$ cat config.mk
export PLATFORM = sky130hd
export DESIGN_NAME = alg_unit
export DESIGN_NICKNAME = d
export VERILOG_FILES = /design/src/rtl/alg_unit.sv
export SDC_FILE = /design/constraint.sdc
export NUM_CORES = 1
export LEC_CHECK = 0
export BUFFER_PORTS_ARGS = -buffer_cell sky130_fd_sc_hd__buf_2
export CAP_MARGIN = 30
export CORE_AREA = 5 5 159 131
export CTS_BUF_LIST = sky130_fd_sc_hd__clkbuf_8
export DETAILED_ROUTE_END_ITERATION = 12
export DIE_AREA = 0 0 164 136
export PLACE_DENSITY = 0.51
export SLEW_MARGIN = 25
export SYNTH_ARGS = -nofsm -noshare
export SYNTH_HDL_FRONTEND = slang
export SYNTH_SLANG_ARGS = --single-unit
$ cat constraint.sdc
create_clock -name clk -period 2.7 [get_ports clk]
set_input_delay 0.135 -clock clk [delete_from_list [all_inputs] [get_ports clk]]
set_output_delay 0.135 -clock clk [all_outputs]
set_load 0.01 [all_outputs]
$ cat src/rtl/alg_unit.sv
// Multi-cycle unsigned 16-step shift-add multiply / restoring divide for the EX stage.
// Holds the pipeline while busy and keeps the 32-bit result in res_hi/res_lo until the next completion.
module alg_unit #(
  parameter int WIDTH = 16
) (
  input  logic             clk,
  input  logic             rst_n,
  input  logic             start,
  input  logic [2:0]       op_x_bits,
  input  logic [WIDTH-1:0] opa,
  input  logic [WIDTH-1:0] opb,
  input  logic             flush,
  output logic             stall,
  output logic             done,
  output logic [WIDTH-1:0] res_lo,
  output logic [WIDTH-1:0] res_hi
);

  localparam logic [2:0] OP_MUL = 3'b100;
  localparam logic [2:0] OP_DIV = 3'b101;
  localparam logic [4:0] LAST_STEP = 5'(WIDTH - 1);

  typedef enum logic [1:0] {S_IDLE, S_RUN, S_DONE} state_t;

  state_t           state_q, state_d;
  logic [WIDTH:0]   acc_q, acc_d;
  logic [WIDTH-1:0] q_q, q_d;
  logic [WIDTH-1:0] b_r_q, b_r_d;
  logic             op_r_q, op_r_d;
  logic [4:0]       cnt_q, cnt_d;
  logic [WIDTH-1:0] res_lo_q, res_lo_d;
  logic [WIDTH-1:0] res_hi_q, res_hi_d;

  logic             valid_op;
  logic             accept;
  logic [WIDTH:0]   mul_sum;
  logic [WIDTH:0]   div_sh;
  logic [WIDTH+1:0] div_diff;
  logic [WIDTH:0]   acc_step;
  logic [WIDTH-1:0] q_step;

  assign valid_op = (op_x_bits == OP_MUL) | (op_x_bits == OP_DIV);
  assign accept   = (state_q != S_RUN) & start & valid_op & ~flush;

  // One iteration of the datapath; op_r_q=1 selects divide.
  always_comb begin
    mul_sum  = {1'b0, acc_q[WIDTH-1:0]} + (q_q[0] ? {1'b0, b_r_q} : '0);
    div_sh   = {acc_q[WIDTH-1:0], q_q[WIDTH-1]};
    div_diff = {1'b0, div_sh} - {2'b00, b_r_q};
    acc_step = {1'b0, mul_sum[WIDTH:1]};
    q_step   = {mul_sum[0], q_q[WIDTH-1:1]};
    if (op_r_q) begin
      if (!div_diff[WIDTH+1]) begin
        acc_step = div_diff[WIDTH:0];
        q_step   = {q_q[WIDTH-2:0], 1'b1};
      end else begin
        acc_step = div_sh;
        q_step   = {q_q[WIDTH-2:0], 1'b0};
      end
    end
  end

  always_comb begin
    state_d  = state_q;
    acc_d    = acc_q;
    q_d      = q_q;
    b_r_d    = b_r_q;
    op_r_d   = op_r_q;
    cnt_d    = cnt_q;
    res_lo_d = res_lo_q;
    res_hi_d = res_hi_q;
    case (state_q)
      S_RUN: begin
        if (flush) begin
          state_d = S_IDLE;
          cnt_d   = '0;
        end else begin
          acc_d = acc_step;
          q_d   = q_step;
          cnt_d = cnt_q + 5'd1;
          if (cnt_q == LAST_STEP) begin
            res_lo_d = q_step;
            res_hi_d = acc_step[WIDTH-1:0];
            state_d  = S_DONE;
          end
        end
      end
      default: begin
        state_d = S_IDLE;
        if (accept) begin
          q_d     = opa;
          b_r_d   = opb;
          acc_d   = '0;
          cnt_d   = '0;
          op_r_d  = (op_x_bits == OP_DIV);
          state_d = S_RUN;
        end
      end
    endcase
  end

  always_ff @(posedge clk or negedge rst_n) begin
    if (!rst_n) begin
      state_q  <= S_IDLE;
      acc_q    <= '0;
      q_q      <= '0;
      b_r_q    <= '0;
      op_r_q   <= 1'b0;
      cnt_q    <= '0;
      res_lo_q <= '0;
      res_hi_q <= '0;
    end else begin
      state_q  <= state_d;
      acc_q    <= acc_d;
      q_q      <= q_d;
      b_r_q    <= b_r_d;
      op_r_q   <= op_r_d;
      cnt_q    <= cnt_d;
      res_lo_q <= res_lo_d;
      res_hi_q <= res_hi_d;
    end
  end

  assign stall  = rst_n & ((state_q == S_RUN) | accept);
  assign done   = (state_q == S_DONE);
  assign res_lo = res_lo_q;
  assign res_hi = res_hi_q;

endmodule

# Yosys cells after proc, flatten, opt, wreduce, memory -nomap -nowiden
# Cells that the tools add are included.
# word_totals
inputBits,39
wordCells,49
out_inout_bits,34
regBits,88
# op_classes
add_sub_neg,3
n_reduce_logical,4
muxes,18
bitwise_logic,8
n_eq_ne,8
# ops
operator,count
2-to-1 mux 16 bit,10
subtractor 17 x 16 -> 18 bit,1
adder 16 x 16 -> 17 bit,1
2-to-1 mux 5 bit,3
"== test 3 bit, second input constant",2
2-to-1 mux 2 bit,3
"adder 5 x 1 -> 5 bit, second input constant",1
"== test 5 x 4 -> 1 bit, second input constant",1
bitwise AND 1 bit,4
AND reduction 2 bit,2
"inequality test 3 bit, second input constant",1
AND reduction 3 bit,1
"== test 2 x 1 -> 1 bit, second input constant",1
"== test 2 bit, second input constant",1
2-to-1 mux 1 bit,2
"inequality test 2 x 1 -> 1 bit, second input constant",1
"inequality test 2 bit, second input constant",1
inverter 1 bit,2
OR 1 bit,2
nonzero test 2 bit,1

# Depth between registers and ports, before layout
# Gate-level depths: netlist of run 1.
# logic_depth
ltp_word,6
ltp_mapped,13
ltp_nobuf,11

# Least setup slack after synthesis of run 1
# Ideal clock, no wire load.
# synth_path
path_type,reg2reg
start,reg q_q[0]
end,reg res_hi_q[14] (netlist: res_hi[14])
t_arrival_ns,2.660
slack_ns,-0.094
path_buffers,2
setup_time_ns,0.134
period_less_slack_ns,2.794
path_stages_with_launch,14
required_ns,2.566
path_cell_list,dfrtp_1 > inv_1 > clkbuf_1 > nor2_1 > ha_1 > clkbuf_1 > a211oi_1 > o211ai_1 > a31oi_1 > o21ai_1 > xor2_1 > nor2b_1 > a2111oi_2 > nor4_1
# synth_between
elab_chain_len,3
# synth_lines
element,line_no,text
from (decl),27,"logic [WIDTH-1:0] q_q, q_d;"
from (signal assigned),115,q_q <= q_d;
2-to-1 mux 16 bit,47,"mul_sum = {1'b0, acc_q[WIDTH-1:0]} + (q_q[0] ? {1'b0, b_r_q} : '0);"
adder 16 x 16 -> 17 bit,47,
2-to-1 mux 16 bit,52,if (op_r_q) begin
to (signal assigned),120,res_hi_q <= res_hi_d;
to (decl),32,"logic [WIDTH-1:0] res_hi_q, res_hi_d;"
# No other way between the ends.
# A chain may end at the register's enable or synchronous reset.

# Worst setup path after layout of run 1
# layout_path
start,reg q_q[15]
end,reg res_hi_q[14] (netlist: res_hi[14])
# layout_between
elab_chain_len,3
# layout_lines
element,line_no,text
subtractor 17 x 16 -> 18 bit,49,"div_diff = {1'b0, div_sh} - {2'b00, b_r_q};"
2-to-1 mux 16 bit,53,if (!div_diff[WIDTH+1]) begin
2-to-1 mux 16 bit,52,
# No other way between the ends.

==> flow_summary.toml, run 1 <==
[logic_synthesis]
async_reset_ff_frac = 1.000
netlist_instances = 652
yosysTopAreaCellShare = 0.3924
yosysTopAreaCell = "dfrtp_1"
ys_top_cells_by_area = "dfrtp_1 39%, ha_1 7.6%, o21ai_0 7.0%, nand2_1 6.8%, nor2_1 4.1%"
yosysSeqAreaShare = 0.3924
synth_most_common_cell = "nand2_1"
yosys_warnings = 0
synth_edf_count = 0
synth_area_um2 = 5612
synth_common_cells = "101 x nand2_1, 88 x dfrtp_1, 78 x o21ai_0"
syn_area_per_cell_um2 = 8.607
synth.distinct_cells = 69
synthFlopType = "dfrtp_1"
synth-seq-cells = 88
synthesis.nets = 727

[placed_design]
port_buffers = 72
hpwl_um = 13270
place.gp.congestion = 0.8723
place_inst = 1052
dpl-instance-area_um2 = 6945

[outcome]
violations = "setup timing"
status = "finished, violations left"

[drt]
drc = 0
drtPass1Iterations = 4
ant_nets = 0
drt-total-wl_um = 17810
wire_per_inst_um = 16.19
vias_per_cell = 4.847
drt-initial-drc-count = 266
num_vias = 5332

[clock_tree]
insertion_delay_ns = 0.39
cts_htree_levels = 3
cts-root-buf = "clkbuf_8"
clock_path_buffers = 2
cts.sinks = 88
tritoncts = "yes"
clkTransAtPathRegs_ns = 0.09
cts_buffers = 9

[worst_setup_path]
crit_fanout = 2
r2r-start = "q_q[15]"
cpPeakStageDelay_ns = 0.40
arrival_ns = 3.01
path_common_cell = "o31a_1"
required_ns = 2.96
path_cells = "inv_2 > ha_4 > fa_2 > nor2b_4 > o31a_1 > o2111ai_2 > a21oi_2 > o31a_1 > or3_4 > a2111oi_4 > nor4_1"
crit_slowest_cell = "or3_4"
critical_path_class = "flop to flop"
crit_path_end_kind = "flop"
r2r_slack_ns = -0.05
crit_start = "q_q[15]"
startpoint_type = "flop"

[layout]
area_growth_pct = 39.62
fin_nets = 906
instances_no_fill = 1100
n_antenna_cell = 0
drive_above_1_share = 0.3230
final_area_um2 = 7835
fillers = 1941

[floorplanning]
core_um2 = 19220
fp.dieH_um = 136
io_pins = 73
die-width_um = 164
start_util = 0.2919
placementRows = 46
die_area_um2 = 22300

[sta]
fin_setup_tns_ns = -0.1641
period_share = 1.017
finalMaxSlewViolations = 0
rsz0062_at_grt = "true"
final-setup-viol-count = 4
period_minus_slack_ns = 2.747
skew_ns = 0.01048
clock.fmax_mhz = 364.1
slew_headroom = 0.2823
hold_viol = 0
worstMarginPinSlew_ns = 1.077
timing.final.ws_setup_ns = -0.04672

[pwr]
pwr_density_cell_nw_per_um2 = 1005
p_total_w = 0.007871
leakagePower_nw = 3.659
ir_drop_mv = 0.3655

[global_routing]
grtUsageTotal = 0.1614
grt_max_degree = 35
grt_pass1_wl_um = 28150
first_global_vias = 5033
antenna_found_initial = 0
grt.overflow.total = 0

[hold_path]
hp-class = "input pin to flop"
min_from = "opa[11]"

[run]
cap_violations = 0
==> worst max-delay path, delay by kind of cell, from the launching register on <==
family,cells,cell delay [ns]
AOI/OAI and AO/OA,5,1.26
and+or+nand+nor,3,0.51
DFF,1,0.39
adders and majority gates,2,0.37
buffers and inverters,1,0.07
==> layout by cell type (no fill, tap or decap), drive strengths merged, types with 4 or more instances in the layout <==
cell and n:
ha 34, xor2 11, nor2b 7, inv 31, o211ai 8, o31a 5, o21ai 86, nand3 16
a21o 4, nand2b 6, a31oi 11, xnor2 9, a22o 5, dlygate4sd3 18, nor4 4, nor2 61
o21a 5, nor3 9, clkbuf 10, nand2 101, mux2 6, a21oi 37, buf 183, nand4 5
o21bai 5, mux2i 20, dfrtp 88, a211oi 6, o31ai 4
==> stage by stage <==
stage                     setup slack (ns)  hold slack [ns]    util
after floorplan                   0.008399          -0.1606       -
after global placement             -0.2224           0.1136  0.3613
after detailed placement           -0.2309           0.1283  0.3613
after CTS                         -0.01876         0.008980  0.3881
after global routing               -0.1836          0.03545  0.4076
final                             -0.04672          0.03435  0.4076
==> registers in the layout, summed over array words and instances, names as in the netlist <==
register and count:
acc_q 16, b_r_q 16, cnt_q 5, op_r_q 1
q_q 16, res_hi 16, res_lo 16, state_q 2
==> layer usage <==
layer | vias to the layer above | routed length, µm | part of all wire | track usage
li1 | 2677 | - | - | -
met1 | 2541 | 8860 | 0.50 | 0.2319
met2 | 95 | 8002 | 0.45 | 0.2497
met3 | 19 | 753 | 0.042 | 0.03516
met4 | 0 | 197 | 0.011 | 0.03493
met5 | - | 0 | 0 | 0
==> repair_timing <==
action	CTS	global route
gates resized for setup	25	62
gates cloned	0	1
pin swaps	15	37
setup buffers	4	9
hold buffers	18	0
setup endpoints to repair	27	33
endpoints found under the hold margin	45	0
==> final cells by class <==
cell class              count  area [µm²]  area share
flip-flops and latches     88        2203      0.2812
well taps                 264       330.3     0.04216
clock inverters             7       86.33     0.01102
clock buffers               9       123.9     0.01581
multi-input cells         502        3526      0.4500
repair buffers            202        1458      0.1860
inverters                  28       107.6     0.01373
==> path summary, 6_finish.rpt <==
path | end | cells past startpoint
min reg2reg | res_lo[15] | 2
max reg2reg | res_hi[14] | 11
max | res_hi[14] | 11
min | q_q[11] | 3
min in group asynchronous | res_lo[5] | 2
max in group asynchronous | acc_q[5] | 3
==> kinds of logic after synthesis <==
| logic type | after synthesis | synth area share |
|---|---|---|
| buf+inv | 62 | 0.04392 |
| xor+xnor | 20 | 0.03122 |
| mux | 26 | 0.04771 |
| fa+ha+maj | 36 | 0.08294 |
| compound gates | 200 | 0.2308 |
| flops | 88 | 0.3924 |
| simple gates | 220 | 0.1710 |
==> where the power goes <==
| part | leakage, nW | total, W | internal, W | switching [W] |
|---|---|---|---|---|
| clock network | 0.116 | 0.00103 | 0.000515 | 0.000515 |
| logic | 2.38 | 0.00511 | 0.00247 | 0.00264 |
| registers | 1.16 | 0.00173 | 0.00153 | 0.000196 |
| total | 3.66 | 0.00787 | 0.00452 | 0.00335 |
(Power assumes the default switching activity.)
==> inputs of run 2 (changes only) <==
Settings changed: SLEW_MARGIN 25 to unset, TNS_END_PERCENT set to 50.
==> run 2 against run 1 <==
  * The run still ends with setup timing left
  * Largest cell class unchanged
  * Worst hold slack about the same
  * Critical path depth unchanged
  * Highest routed layer unchanged
  * Utilization about the same
  * Clock skew down 0.00099 ns
==> flow_summary.toml, run 2 (synthesis results as in run 1) <==
[outcome]
status = "finished, violations left"
violations = "setup timing"

[floorplanning]
die-width_um = 164
fp.dieH_um = 136
io_pins = 73
die_area_um2 = 22300
core_um2 = 19220
placementRows = 46
start_util = 0.2919

[clock_tree]
tritoncts = "yes"
cts_buffers = 9
cts-root-buf = "clkbuf_8"
cts_htree_levels = 3
clock_path_buffers = 2
clkTransAtPathRegs_ns = 0.09
insertion_delay_ns = 0.39
cts.sinks = 88

[drt]
drtPass1Iterations = 4
drc = 0
drt-total-wl_um = 17820
wire_per_inst_um = 16.20
vias_per_cell = 4.851
ant_nets = 0
num_vias = 5336
drt-initial-drc-count = 265

[worst_setup_path]
critical_path_class = "flop to flop"
r2r_slack_ns = -0.07
startpoint_type = "flop"
crit_start = "q_q[15]"
arrival_ns = 3.04
required_ns = 2.96
crit_fanout = 2
crit_path_end_kind = "flop"
r2r-start = "q_q[15]"

[pwr]
clkPwrFrac = 0.131
seqPwrFrac = 0.220
leakagePower_nw = 3.656
power_frac_comb = 0.649
ir_drop_mv = 0.3654
pwr_density_cell_nw_per_um2 = 1005
power.switching_w = 0.003345
p_int_w = 0.004524
p_sw_frac = 0.4251

[sta]
hold_viol = 0
worstMarginPinSlew_ns = 1.077
fin_setup_tns_ns = -0.1886
rsz0062_at_grt = "true"
finalMaxSlewViolations = 0
period_minus_slack_ns = 2.774
slew_headroom = 0.2821
clock.fmax_mhz = 360.5
timing.final.ws_setup_ns = -0.07387
whs_ns = 0.03408
period_share = 1.027
final-setup-viol-count = 5
skew_ns = 0.009493

[global_routing]
grt_pass1_wl_um = 28150
grtUsageTotal = 0.1614
grt.overflow.total = 0
antenna_found_initial = 0
first_global_vias = 5033
grt_max_degree = 35

[layout]
layout_common_cells = "104 x buf_4, 100 x nand2_1, 87 x dfrtp_1, 71 x buf_2, 67 x o21ai_0"
area_growth_pct = 39.53
drive_above_1_share = 0.3218
fin_nets = 906
layout_commonest_cell = "buf_4"
n_antenna_cell = 0

[placed_design]
place.gp.congestion = 0.8723
port_buffers = 72
hpwl_um = 13270
dpl_worst_slack_ns = -0.2309

[run]
cap_violations = 0

[hold_path]
min_from = "opa[11]"
hp-class = "input pin to flop"
run 2: cell count changes in the layout (fill, tap and decap cells not counted):
cell     change
o31ai_1      +1
o21ai_0      +1
o21ai_1      -1
o31ai_2      -1
run 2: area by class of cell:
| type | instances | area (µm²) |
|---|---|---|
| clock buffers | 9 | 123.9 |
| clock inverters | 7 | 86.33 |
| fillers | 1943 | 11390 |
| inverters | 28 | 107.6 |
| multi-input cells | 502 | 3521 |
| flip-flops and latches | 88 | 2203 |
| well taps | 264 | 330.3 |
| repair buffers | 202 | 1458 |
run 2: power by group through the flow:
stage / Clock (W) / Combinational [W] / Sequential (W)
finish: 0.00103 / 0.00511 / 0.00173
global route: 0.00112 / 0.00554 / 0.00176
CTS: 0.00107 / 0.00452 / 0.00172
detailed placement: 0 / 0.00430 / 0.00174
global placement: 0 / 0.00431 / 0.00174
floorplan: 0 / 0.00256 / 0.00170
run 2: stage by stage:
stage	utilization	instance area (µm²)	power, W	cells
2_1_floorplan	-	5613	0.004259	652
3_3_place_gp	0.3613	6945	0.006049	1052
3_5_place_dp	0.3613	6945	0.006038	1052
4_1_cts	0.3881	7460	0.007308	1090
5_1_grt	0.4073	7830	0.008418	1100
6_report	0.4073	7830	0.007869	1100
run 2: timing repair:
item                                    4_1_cts  5_1_grt
hold buffers                                 18        0
cloned                                        0        1
buffers inserted                              4        9
gates resized for setup                      25       60
hold endpoints to repair                     45        0
pin swaps                                    15       36
endpoints found under the setup margin       27       33
run 2: worst max-delay path: stages, from the launching register on:
cell and delay, ns:
dfrtp_1 0.39, inv_2 0.07, ha_4 0.15, fa_2 0.22, nor2b_4 0.04, o31a_1 0.28, o2111ai_2 0.31, a21oi_2 0.11
o31a_1 0.27, or3_4 0.40, a2111oi_4 0.29, nor4_1 0.09
run 2: layer usage:
layer / routed length (µm) / global-route usage / vias to the layer above / part of all wire
met4: 195 / 0.03493 / 0 / 0.011
met3: 862 / 0.03516 / 20 / 0.048
met5: 0 / 0 / - / 0
li1: - / - / 2680 / -
met1: 8792 / 0.2319 / 2525 / 0.49
met2: 7965 / 0.2497 / 111 / 0.45
run 2: path summary, 6_finish.rpt:
path,endpoint,depth (start not counted)
setup / recovery,res_hi[14],11
hold / removal,q_q[11],3
setup reg to reg,res_hi[14],11
hold reg to reg,res_lo[15],2
max in group asynchronous,acc_q[5],3
min in group asynchronous,res_lo[5],2
==> inputs of run 3 (changes only) <==
Settings changed: CTS_BUF_LIST sky130_fd_sc_hd__clkbuf_8 to unset.
==> run 3 against run 2 <==
  * Clock skew shrank 0.0036 ns
  * Sequential power barely moved
  * Register-to-register slack improved by 0.02 ns
  * Sequential share of layout area shrank 0.52 points
  * The run still ends with setup timing left
  * Global-route usage increased by 0.11 points
  * Highest routed layer unchanged
  * Worst setup slack improved by 0.020 ns
  * Final area rose by 1.9%
  * Die area did not move
==> flow_summary.toml, run 3 (synthesis results as in run 1) <==
[layout]
layout_commonest_cell = "buf_4"
drive_above_1_share = 0.3298
final_area_um2 = 7976
area_growth_pct = 42.14
fin_nets = 913
n_antenna_cell = 0
layout_common_cells = "110 x buf_4, 100 x nand2_1, 87 x dfrtp_1, 71 x buf_2, 67 x o21ai_0"

[hold_path]
hp-class = "input pin to flop"
min_from = "opa[8]"

[outcome]
violations = "setup timing"
status = "finished, violations left"

[drt]
drtPass1Iterations = 5
ant_nets = 0
vias_per_cell = 4.848
drc = 0
wire_per_inst_um = 16.35
drt-initial-drc-count = 276
drt-total-wl_um = 18100
num_vias = 5367

[sta]
worstMarginPinSlew_ns = 1.008
period_minus_slack_ns = 2.754
fin_setup_tns_ns = -0.1336
skew_ns = 0.005906
period_share = 1.020
hold_viol = 0
timing.final.ws_setup_ns = -0.05366
slew_headroom = 0.3279
finalMaxSlewViolations = 0
final-setup-viol-count = 4
rsz0062_at_grt = "true"
clock.fmax_mhz = 363.2

[clock_tree]
tritoncts = "yes"
insertion_delay_ns = 0.35
cts_buffers = 9
clock_path_buffers = 2
clkTransAtPathRegs_ns = 0.07
cts.sinks = 88
cts_htree_levels = 3
cts-root-buf = "clkbuf_16"

[placed_design]
hpwl_um = 13270
place.gp.congestion = 0.8723
dpl-instance-area_um2 = 6945
dpl_worst_slack_ns = -0.2309
port_buffers = 72

[worst_setup_path]
path_cells = "buf_6 > ha_4 > fa_2 > nor2b_4 > o31a_1 > o2111ai_2 > a21oi_2 > o31a_1 > or3_4 > a2111oi_4 > nor4_2"
arrival_ns = 2.98
crit_path_end_kind = "flop"
r2r-start = "b_r_q[0]"
critical_path_class = "flop to flop"
required_ns = 2.93
reg2reg_depth = 11
path_common_cell = "o31a_1"
crit_start = "b_r_q[0]"
cpPeakStageDelay_ns = 0.38
crit_fanout = 3
crit_slowest_cell = "dfrtp_1"
reg2reg_to = "res_hi[14]"
startpoint_type = "flop"
crit_end = "res_hi[14]"
r2r_slack_ns = -0.05

[floorplanning]
die-width_um = 164
fp.dieH_um = 136
die_area_um2 = 22300
core_um2 = 19220
io_pins = 73
start_util = 0.2919
placementRows = 46

[global_routing]
first_global_vias = 5095
grtUsageTotal = 0.1625
grt_pass1_wl_um = 28400
grt_max_degree = 35
grt.overflow.total = 0
antenna_found_initial = 0

[pwr]
ir_drop_mv = 0.4602
power.switching_w = 0.003386
pwr_density_cell_nw_per_um2 = 1032
power_frac_comb = 0.624
seqPwrFrac = 0.211
p_total_w = 0.008233
p_int_w = 0.004847
p_sw_frac = 0.4112
clkPwrFrac = 0.165
leakagePower_nw = 3.731

[run]
cap_violations = 0
run 3: area by class of cell:
cell class	instances	area, µm²
Clock buffer	11	232.7
Timing Repair Buffer	209	1514
Fill cell	1941	11250
Sequential cell	88	2203
Inverter	28	107.6
Multi-Input combinational cell	502	3510
Tap cell	264	330.3
Clock inverter	5	78.83
run 3: worst min path at each step:
stage,cells past startpoint,to
detailed placement,1,res_lo[6]
global placement,1,acc_q[9]
global route,3,q_q[1]
CTS,3,q_q[11]
finish,3,q_q[8]
floorplan,0,acc_q[0]
run 3: power by group through the flow:
stage / clock (W) / sequential (W) / combinational (W)
after floorplan: 0 / 0.00170 / 0.00256
after global placement: 0 / 0.00174 / 0.00431
after detailed placement: 0 / 0.00174 / 0.00430
after CTS: 0.00139 / 0.00172 / 0.00450
after global routing: 0.00145 / 0.00176 / 0.00557
final: 0.00136 / 0.00173 / 0.00514
run 3: worst max-delay path, delay by kind of cell, from the launching register on:
family / cells / cell delay, ns
compound gates: 5 / 1.30
fa+ha+maj: 2 / 0.36
simple gates: 3 / 0.47
buf+inv: 1 / 0.12
flops: 1 / 0.38
run 3: timing repair:
action / 4_1_cts / 5_1_grt
cloned: 0 / 1
gates resized for setup: 24 / 61
endpoints found under the setup margin: 25 / 33
buffers inserted: 3 / 17
hold buffers: 18 / 0
hold endpoints to repair: 45 / 0
pin swaps: 13 / 39
run 3: stage by stage:
step                      hold slack (ns)  instances    util
after floorplan                   -0.1606        652       -
after global placement             0.1136       1052  0.3613
after detailed placement           0.1283       1052  0.3613
after CTS                         0.06438       1089  0.3924
after global routing              0.08662       1107  0.4149
final                             0.07326       1107  0.4149
run 3: routing by layer:
layer	global-route usage	vias up	share of wire	routed length, µm
li1	-	2689	-	-
met1	0.2310	2542	0.49	8870
met2	0.2549	115	0.45	8160
met3	0.03092	21	0.044	797
met4	0.04099	0	0.015	267
met5	0	-	0	0
